File: src/rtl/px_adc_capture_engine.sv
// Multi-channel serial ADC capture engine: shared CS/SCLK, channel-tagged FIFO, APB3 control/status/data.
// Optional: define SENSEYE_ADC_TIMESTAMP_EN to tag each frame's FIFO words with a SYSCLK/16 timestamp in [31:16].
module px_adc_capture_engine #(
    parameter int NUM_CH     = 4,
    parameter int SAMPLE_W   = 12,
    parameter int FIFO_DEPTH = 64,
    parameter int SCLK_DIV   = 4
) (
    input  logic              SYSCLK,
    input  logic              NSYSRESET,
    input  logic              PSEL,
    input  logic              PENABLE,
    input  logic              PWRITE,
    input  logic [3:0]        PADDR,
    input  logic [31:0]       PWDATA,
    output logic [31:0]       PRDATA,
    output logic              PREADY,
    output logic              PSLVERR,
    input  logic [NUM_CH-1:0] adc_din,
    output logic              adc_cs,
    output logic              adc_sclk,
    output logic              irq,
    output logic              tp_full,
    output logic              tp_empty,
    output logic              tp_busy
);
    localparam int AW  = $clog2(FIFO_DEPTH);
    localparam int LW  = AW + 1;
    localparam int PW  = $clog2(2 * SCLK_DIV);
    localparam int CHW = (NUM_CH > 1) ? $clog2(NUM_CH) : 1;
    localparam logic [PW-1:0] PH_DIV   = PW'(SCLK_DIV);
    localparam logic [PW-1:0] PH_LAST  = PW'(2 * SCLK_DIV - 1);
    localparam logic [LW-1:0] LVL_FULL = LW'(FIFO_DEPTH);

    typedef enum logic [1:0] {
        ST_IDLE  = 2'd0,
        ST_CONV  = 2'd1,
        ST_QUIET = 2'd2,
        ST_PUSH  = 2'd3
    } state_t;

    state_t              state_r, state_nxt_s;
    logic [PW-1:0]       ph_r, ph_nxt_s, ph_inc_s;
    logic [3:0]          bit_r, bit_nxt_s;
    logic [CHW-1:0]      ch_r, ch_nxt_s, first_ch_s, next_ch_s;
    logic                has_next_s;
    logic                cs_r, cs_nxt_s, sclk_r, sclk_nxt_s;
    logic                start_s, sample_en_s, push_s, frame_done_s, stop_s, last_frame_s;
    logic [NUM_CH-1:0]   fmask_r;
    logic [SAMPLE_W-1:0] sh_r [NUM_CH];

    logic                run_r, irq_en_r, ovf_r, irq_r;
    logic [NUM_CH-1:0]   mask_r;
    logic [7:0]          thr_r;
    logic [31:0]         frames_r, frame_cnt_r;

    logic [31:0]         mem_r [FIFO_DEPTH];
    logic [AW-1:0]       wr_ptr_r, rd_ptr_r;
    logic [LW-1:0]       level_r;
    logic                empty_s, full_s, pop_s, push_ok_s, ovf_set_s;
    logic                acc_s, wr_s, rd_data_s;
    logic [15:0]         ts_hi_s;
    logic [31:0]         push_word_s, ctrl_rd_s, status_rd_s, prdata_s;
    logic [1:0]          unused_s;

    assign unused_s  = PADDR[1:0];
    assign acc_s     = PSEL & PENABLE;
    assign wr_s      = acc_s & PWRITE;
    assign rd_data_s = acc_s & ~PWRITE & (PADDR[3:2] == 2'd2);
    assign empty_s   = (level_r == {LW{1'b0}});
    assign full_s    = (level_r == LVL_FULL);
    assign pop_s     = rd_data_s & ~empty_s;
    assign push_ok_s = push_s & (~full_s | pop_s);
    assign ovf_set_s = push_s & full_s & ~pop_s;
    assign ph_inc_s  = ph_r + PW'(1);
    assign last_frame_s = (frames_r != 32'd0) && ((frame_cnt_r + 32'd1) == frames_r);
    assign push_word_s  = {ts_hi_s, 4'(ch_r), 12'(sh_r[ch_r])};

`ifdef SENSEYE_ADC_TIMESTAMP_EN
    logic [3:0]  ts_pre_r;
    logic [15:0] ts_cnt_r, ts_lat_r;

    // Free-running SYSCLK/16 time base, latched on the edge where a frame's CS falls
    always_ff @(posedge SYSCLK or negedge NSYSRESET) begin
        if (!NSYSRESET) begin
            ts_pre_r <= 4'd0;
            ts_cnt_r <= 16'd0;
            ts_lat_r <= 16'd0;
        end else begin
            ts_pre_r <= ts_pre_r + 4'd1;
            if (ts_pre_r == 4'hF) ts_cnt_r <= ts_cnt_r + 16'd1;
            if (start_s) ts_lat_r <= ts_cnt_r;
        end
    end
    assign ts_hi_s = ts_lat_r;
`else
    assign ts_hi_s = 16'd0;
`endif

    // Lowest enabled channel of the frame, and the next enabled channel above ch_r
    always_comb begin
        first_ch_s = '0;
        next_ch_s  = '0;
        has_next_s = 1'b0;
        for (int k = NUM_CH - 1; k >= 0; k--) begin
            first_ch_s = fmask_r[k] ? CHW'(k) : first_ch_s;
            next_ch_s  = (fmask_r[k] && (CHW'(k) > ch_r)) ? CHW'(k) : next_ch_s;
            has_next_s = has_next_s | (fmask_r[k] && (CHW'(k) > ch_r));
        end
    end

    // FSM state register
    always_ff @(posedge SYSCLK or negedge NSYSRESET) begin
        if (!NSYSRESET) state_r <= ST_IDLE;
        else            state_r <= state_nxt_s;
    end

    // Next-state logic and next values of the serial interface
    always_comb begin
        state_nxt_s  = state_r;
        ph_nxt_s     = ph_r;
        bit_nxt_s    = bit_r;
        ch_nxt_s     = ch_r;
        cs_nxt_s     = 1'b1;
        sclk_nxt_s   = 1'b1;
        start_s      = 1'b0;
        sample_en_s  = 1'b0;
        push_s       = 1'b0;
        frame_done_s = 1'b0;
        stop_s       = 1'b0;
        case (state_r)
            ST_IDLE: begin
                if (run_r && (mask_r != '0)) begin
                    state_nxt_s = ST_CONV;
                    start_s     = 1'b1;
                    cs_nxt_s    = 1'b0;
                    sclk_nxt_s  = 1'b0;
                    ph_nxt_s    = '0;
                    bit_nxt_s   = 4'd0;
                end else begin
                    state_nxt_s = ST_IDLE;
                end
            end
            ST_CONV: begin
                cs_nxt_s = 1'b0;
                if (ph_r == PH_LAST) begin
                    ph_nxt_s = '0;
                    if (bit_r == 4'd15) begin
                        state_nxt_s = ST_QUIET;
                        cs_nxt_s    = 1'b1;
                        sclk_nxt_s  = 1'b1;
                    end else begin
                        bit_nxt_s  = bit_r + 4'd1;
                        sclk_nxt_s = 1'b0;
                    end
                end else begin
                    ph_nxt_s    = ph_inc_s;
                    sclk_nxt_s  = (ph_inc_s >= PH_DIV);
                    sample_en_s = (ph_inc_s == PH_DIV);
                end
            end
            ST_QUIET: begin
                if (ph_r == PH_LAST) begin
                    state_nxt_s = ST_PUSH;
                    ph_nxt_s    = '0;
                    ch_nxt_s    = first_ch_s;
                end else begin
                    ph_nxt_s = ph_inc_s;
                end
            end
            ST_PUSH: begin
                push_s = 1'b1;
                if (has_next_s) begin
                    ch_nxt_s = next_ch_s;
                end else begin
                    frame_done_s = 1'b1;
                    if (!run_r || last_frame_s) begin
                        state_nxt_s = ST_IDLE;
                        stop_s      = last_frame_s;
                    end else if (mask_r != '0) begin
                        state_nxt_s = ST_CONV;
                        start_s     = 1'b1;
                        cs_nxt_s    = 1'b0;
                        sclk_nxt_s  = 1'b0;
                        ph_nxt_s    = '0;
                        bit_nxt_s   = 4'd0;
                    end else begin
                        state_nxt_s = ST_IDLE;
                    end
                end
            end
            default: state_nxt_s = ST_IDLE;
        endcase
    end

    // Serial interface registers and per-channel shift registers
    always_ff @(posedge SYSCLK or negedge NSYSRESET) begin
        if (!NSYSRESET) begin
            ph_r    <= '0;
            bit_r   <= 4'd0;
            ch_r    <= '0;
            cs_r    <= 1'b1;
            sclk_r  <= 1'b1;
            fmask_r <= '0;
            for (int k = 0; k < NUM_CH; k++) sh_r[k] <= '0;
        end else begin
            ph_r   <= ph_nxt_s;
            bit_r  <= bit_nxt_s;
            ch_r   <= ch_nxt_s;
            cs_r   <= cs_nxt_s;
            sclk_r <= sclk_nxt_s;
            if (start_s) fmask_r <= mask_r;
            if (sample_en_s) begin
                for (int k = 0; k < NUM_CH; k++) sh_r[k] <= {sh_r[k][SAMPLE_W-2:0], adc_din[k]};
            end
        end
    end

    // APB-visible registers, frame counter, sticky overflow and registered interrupt
    always_ff @(posedge SYSCLK or negedge NSYSRESET) begin
        if (!NSYSRESET) begin
            run_r       <= 1'b0;
            irq_en_r    <= 1'b0;
            mask_r      <= '0;
            thr_r       <= 8'd0;
            frames_r    <= 32'd0;
            frame_cnt_r <= 32'd0;
            ovf_r       <= 1'b0;
            irq_r       <= 1'b0;
        end else begin
            if (wr_s && (PADDR[3:2] == 2'd0)) begin
                run_r    <= PWDATA[0];
                irq_en_r <= PWDATA[1];
                mask_r   <= PWDATA[8 +: NUM_CH];
                thr_r    <= PWDATA[31:24];
            end else if (stop_s) begin
                run_r <= 1'b0;
            end
            if (wr_s && (PADDR[3:2] == 2'd3)) frames_r <= PWDATA;
            if (wr_s && (PADDR[3:2] == 2'd0) && PWDATA[0]) frame_cnt_r <= 32'd0;
            else if (frame_done_s)                         frame_cnt_r <= frame_cnt_r + 32'd1;
            if (ovf_set_s)                                          ovf_r <= 1'b1;
            else if (wr_s && (PADDR[3:2] == 2'd1) && PWDATA[3])     ovf_r <= 1'b0;
            irq_r <= irq_en_r & (((thr_r != 8'd0) & (9'(level_r) >= {1'b0, thr_r})) | ovf_r);
        end
    end

    // FIFO pointers and fill level; a pop frees the slot a same-cycle push needs when full
    always_ff @(posedge SYSCLK or negedge NSYSRESET) begin
        if (!NSYSRESET) begin
            wr_ptr_r <= '0;
            rd_ptr_r <= '0;
            level_r  <= '0;
        end else begin
            if (push_ok_s) wr_ptr_r <= wr_ptr_r + AW'(1);
            if (pop_s)     rd_ptr_r <= rd_ptr_r + AW'(1);
            case ({push_ok_s, pop_s})
                2'b10:   level_r <= level_r + LW'(1);
                2'b01:   level_r <= level_r - LW'(1);
                default: level_r <= level_r;
            endcase
        end
    end

    // FIFO storage
    always_ff @(posedge SYSCLK) begin
        if (push_ok_s) mem_r[wr_ptr_r] <= push_word_s;
    end

    // Register readback assembly and APB read mux
    always_comb begin
        ctrl_rd_s                = 32'd0;
        ctrl_rd_s[0]             = run_r;
        ctrl_rd_s[1]             = irq_en_r;
        ctrl_rd_s[8 +: NUM_CH]   = mask_r;
        ctrl_rd_s[31:24]         = thr_r;
        status_rd_s              = 32'd0;
        status_rd_s[0]           = empty_s;
        status_rd_s[1]           = full_s;
        status_rd_s[2]           = (state_r != ST_IDLE);
        status_rd_s[3]           = ovf_r;
        status_rd_s[16 +: LW]    = level_r;
        prdata_s                 = 32'd0;
        if (PSEL && !PWRITE) begin
            case (PADDR[3:2])
                2'd0:    prdata_s = ctrl_rd_s;
                2'd1:    prdata_s = status_rd_s;
                2'd2:    prdata_s = empty_s ? 32'd0 : mem_r[rd_ptr_r];
                2'd3:    prdata_s = frames_r;
                default: prdata_s = 32'd0;
            endcase
        end else begin
            prdata_s = 32'd0;
        end
    end

    assign PRDATA   = prdata_s;
    assign PREADY   = 1'b1;
    assign PSLVERR  = rd_data_s & empty_s;
    assign adc_cs   = cs_r;
    assign adc_sclk = sclk_r;
    assign irq      = irq_r;
    assign tp_full  = full_s;
    assign tp_empty = empty_s;
    assign tp_busy  = (state_r != ST_IDLE);

endmodule
File: config.mk
export PLATFORM = sky130hd
export DESIGN_NAME = px_adc_capture_engine
export DESIGN_NICKNAME = d
export VERILOG_FILES = /design/src/rtl/px_adc_capture_engine.sv
export SDC_FILE = /design/constraint.sdc
export NUM_CORES = 1
export LEC_CHECK = 0
export ABC_AREA = 0
export CORE_ASPECT_RATIO = 1.75
export CORE_MARGIN = 3
export CORE_UTILIZATION = 55
export CTS_BUF_LIST = sky130_fd_sc_hd__clkbuf_4 sky130_fd_sc_hd__clkbuf_8
export DETAILED_ROUTE_END_ITERATION = 10
export GPL_TIMING_DRIVEN = 0
export PLACE_DENSITY = 0.72
export SLEW_MARGIN = 20
export SYNTH_ARGS = -nofsm -noshare
export SYNTH_HDL_FRONTEND = slang
export SYNTH_SLANG_ARGS = --single-unit
File: constraint.sdc
create_clock -name SYSCLK -period 6.1 [get_ports SYSCLK]
set_clock_uncertainty 0.05 [all_clocks]
set_input_delay 1.83 -clock SYSCLK [delete_from_list [all_inputs] [get_ports SYSCLK]]
set_output_delay 1.83 -clock SYSCLK [all_outputs]
set_load 0.01 [all_outputs]
After elaboration in Yosys (flattened, before gate mapping):

Memories as Yosys holds them, arrays and structs flattened.
Cells that the tools add are included.

* register bits after elaboration: 164
* bits in writable memories: 896
* output and inout bits: 40
* word-level logic and storage cells: 182
* memories: 1

Memories
* mem_r: words 64, bits a word 14, rd ports 1, clocked after memory_dff 0, wr ports 1, line 57 `logic [31:0] mem_r [FIFO_DEPTH];`

* add/sub/neg operators: 7
* $lt $le $gt $ge: 7
* equal/unequal tests: 22
* multiplexer cells: 69
* bitwise gates (word level): 21
* reductions and logical operators: 33

Operators with widths (count)
* 32-bit two-way mux: 4
* 32-bit one-hot mux with 4 select lines: 1
* 32-bit by 1-bit adder with 32-bit output, second input constant: 1
* 32-bit equality test: 1
* 32-bit nonzero test: 1
* 1-bit two-way mux: 28
* 2-bit two-way mux: 14
* 12-bit binary-select mux with 2-bit select: 1
* 12-bit two-way mux: 2
* 4-bit two-way mux: 6
* 2-bit != test, second input constant: 9
* 3-bit two-way mux: 5
* 7-bit one-hot mux with 2 select lines: 1
* 6-bit by 1-bit adder with 6-bit output, second input constant: 2
* 1-bit logical AND: 12
* 4-bit one-hot mux with 3 select lines: 1
* 2-bit nonzero test: 6
* 1-bit bitwise AND: 11
* 2-bit equality test, second input constant: 5
* 3-bit one-hot mux with 3 select lines: 1
* 7-bit by 8-bit >= comparator with 1-bit output: 1
* 2-bit one-hot mux with 4 select lines: 1
* 4-bit AND reduction: 2
* 8-bit nonzero test: 1
* other kinds (26): 42

Longest topological paths before layout:

* word-level depth: 9
* mapped depth: 15
* mapped depth without buffers: 15

Worst setup path after synthesis:

No wires, ideal clock.

* kind: flip-flop to output port
* start: reg rd_ptr_r[0]
* end: out PRDATA[4]
* arrival: 2997 ps
* path slack: 1223 ps
* cell stages (with the launch flop): 9
* path through: dfrtp_1 > buf_2 > clkbuf_1 > buf_1 > mux4_2 > mux4_2 > mux4_2 > a22oi_1 > nor2_1

* longest elaborated chain between the ends: 4

Ends and longest elaborated chain
* start: declaration: line 58 `logic [AW-1:0] wr_ptr_r, rd_ptr_r;`
* start signal: assignment: line 256 `if (pop_s) rd_ptr_r <= rd_ptr_r + AW'(1);`
* memory read 64 x 14 bit
* 32-bit two-way mux: line 288 `2'd2: prdata_s = empty_s ? 32'd0 : mem_r[rd_ptr_r];`
* 32-bit one-hot mux with 4 select lines: line 285 `case (PADDR[3:2])`
* 32-bit two-way mux: line 284 `if (PSEL && !PWRITE) begin`
* end: declaration: line 16 `output logic [31:0] PRDATA,`

Every way passes these cells.

Worst setup path after layout:

* start: reg rd_ptr_r[0]
* end: out PRDATA[2]

The elaborated chain is that of the path after synthesis.

==> flow_metrics.env <==
export IMPL_cts_tree="done"
export IMPL_drc=0
export IMPL_synth_top_area_share_pct=61.3
export IMPL_syn_mean_instance_area_um2=19.1
export IMPL_ys_warn_count=0
export IMPL_ff_latch_area_um2=31000
export IMPL_clock_insertion_delay_worst_skew_ps=800
export IMPL_clockBufferDepth=3
export IMPL_routedWlPerCell_um=32.0
export IMPL_power_density_nw_per_um2=389
export IMPL_grt_usage_pct=29.3
export IMPL_synth_area_top_cells="edfxtp_1 61%, mux4_2 16%, dfrtp_1 9.2%"
export IMPL_crit_arrival_ps=4200
export IMPL_cts_max_level=4
export IMPL_wirelength_um=120000
export IMPL_antenna_left=0
export IMPL_synth_cell_type_count=87
export IMPL_p_leak_nw=17.0
export IMPL_synth_area_um2=43900
export IMPL_synthFlopType="edfxtp_1"
export IMPL_slew_headroom_pct=28.3
export IMPL_gp_congestion=1.03
export IMPL_grt_pass1_vias=25200
export IMPL_crit_start="rd_ptr_r[0]"
export IMPL_synth_common_cells="896 x edfxtp_1, 306 x mux4_2, 162 x dfrtp_1, 147 x nor2_1, 87 x mux2_2"
export IMPL_max_stage_delay_ps=590
export IMPL_crit_path_frequent_cell="mux4_2"
export IMPL_hp_start="sh_r[11]"
export IMPL_hold_viol=0
export IMPL_fin_area_um2=50500
export IMPL_drive_gt1_share_pct=32.2
export IMPL_finalMaxSlewViolations=0
export IMPL_vias=24000
export IMPL_first_iter_violations=2778
export IMPL_netlist_top_cell_by_area="edfxtp_1"
export IMPL_ys_ff_latch=1060
export IMPL_grt_ovfl_total=0
export IMPL_numCtsBuffers=144
export IMPL_io_buffer_count=80
export IMPL_end_kind="output port"
export IMPL_dp_hpwl_um=83500
export IMPL_grt_pass1_wl_um=172000
export IMPL_period_minus_slack_ps=6080
export IMPL_ys_async_sr_fraction_pct=15.5
export IMPL_worstSetupStartpointType="flip-flop"
export IMPL_cap_violations=0
export IMPL_seq_area_frac_synth_pct=70.7
export IMPL_cp_data_required_time_ps=4220
export IMPL_fin_tns_setup_ps=0
export IMPL_rows=136
export IMPL_slowest_stage="mux4_2"
export IMPL_die_w_um=220
export IMPL_fill_cells=5262
export IMPL_cts_hold_buf=0
export IMPL_synth_edf_count=896
export IMPL_status="complete, no violations"
export IMPL_critPathBufInv=4
export IMPL_dr_pass1_iters=6
export IMPL_reg2reg_from="frame_cnt_r[0]"
export IMPL_cpLargestDelayFamily="multiplexers"
export IMPL_syn_nets=2364
export IMPL_area_growth_pct=15.0
export IMPL_worstSetupPathType="flip-flop to output port"
export IMPL_timing_fmax_mhz=165
export IMPL_multi_input_area_um2=12300
export IMPL_nets=2655
export IMPL_max_vdd_ir_drop_uv=366
export IMPL_fp_dieArea_um2=83300
export IMPL_grt_antenna_before_repair=3
export IMPL_grt_max_degree=88
export IMPL_place_area_um2=46900
export IMPL_finalCritPeriodShare_pct=99.6
export IMPL_p_total_mw=19.6
export IMPL_setup_viol=0
export IMPL_yosysMostFrequentCell="edfxtp_1"
export IMPL_ctsRootBufferMaster="clkbuf_8"
export IMPL_viasPerCell=6.42
export IMPL_cts_sinks=1060
export IMPL_path_cells="buf_8 -> buf_12 -> buf_6 -> mux4_2 -> mux4_2 -> mux4_2 -> nand2_1 -> a21oi_1 -> clkdlybuf4s50_1"
export IMPL_clk_pin_slew_ps=80
export IMPL_core_um2=78800
export IMPL_worst_slew_pin_slew_ps=1070
export IMPL_synth_cells=2294
export IMPL_cp_max_fo=10
export IMPL_initial_core_util_pct=55.7
export IMPL_hold_path_class="flip-flop to flip-flop"
export IMPL_io_pins=85
export IMPL_chipHeight_um=380
-- cell families after synthesis --
kind of cell	synth area share (%)
xor+xnor	1.52
mux	18.3
buf+inv	1.64
simple gates	4.75
other cells	0.00855
compound gates	2.33
fa+ha+maj	0.730
flops	70.7
-- what timing repair did --
action                     CTS  global route
setup endpoints to repair   20            15
setup buffers                2             6
gates cloned                 2             1
pin swaps                    0             0
gates resized for setup    148            10
-- cell usage in the layout (no fill, tap or decap), types with 51 or more instances in the layout --
cell type,n
dfrtp_1,158
clkdlybuf4s50_1,79
nand2_1,73
nor2_2,66
edfxtp_1,896
clkbuf_8,169
xnor2_1,51
nor2_1,82
mux4_2,294
mux2_2,87
-- layer usage --
metal  global-route usage [%]  up-vias  wire length, um
li1                         -     9886                -
met1                     31.6    12500            38000
met2                     50.9     1184            63900
met3                     5.53      404             7770
met4                     21.1        0            10000
met5                        0        -                0
-- power breakdown --
| group | total (mW) | switching [mW] | internal [mW] | leakage (nW) |
|---|---|---|---|---|
| Clock | 5.41 | 2.62 | 2.79 | 1.48 |
| Combinational | 5.57 | 3.13 | 2.45 | 4.97 |
| Sequential | 8.66 | 0.380 | 8.28 | 10.6 |
| Total | 19.6 | 6.13 | 13.5 | 17.0 |
-- final cells by class --
type / instances / share of cell area (%)
antenna: 5 / 0.0248
clock buffer: 197 / 4.79
multi-input combinational: 1075 / 24.5
timing repair buffer: 146 / 3.40
inverter: 31 / 0.231
sequential: 1060 / 61.5
clock inverter: 62 / 0.873
buffer: 127 / 2.16
tap: 1035 / 2.57
-- stage by stage --
stage          setup slack (ps)  instances  hold WS, ps  util [%]
4_1_cts                    4.84       3726          465      63.9
3_5_place_dp               -383       3464          451      59.6
6_report                   24.9       3738          466      64.0
3_3_place_gp              -3680       3409          423      58.3
5_1_grt                   -37.6       3736          480      64.0
2_1_floorplan              1220       2294          409         -
-- path summary, 6_finish.rpt --
check	to	slack [ps]	cells after the start
worst max-delay path	PRDATA[2]	20	9
worst min register to register	sh_r[11]	470	1
worst min-delay path	sh_r[11]	470	1
min in group asynchronous	sh_r[35]	990	1
worst max register to register	ph_r[0]	1470	11
max in group asynchronous	frame_cnt_r[17]	4090	2
-- registers in the layout (all words and copies together), names as in the netlist, 2 cells and up --
| signal | cells |
|---|---|
| wr_ptr_r | 6 |
| level_r | 7 |
| ph_r | 3 |
| bit_r | 4 |
| frame_cnt_r | 32 |
| sh_r | 48 |
| rd_ptr_r | 6 |
| state_r | 2 |
| frames_r | 32 |
| mask_r | 4 |
| ch_r | 2 |
| fmask_r | 4 |
| thr_r | 8 |
| mem_r | 896 |
No activity file was read; power rests on OpenSTA's default activity.
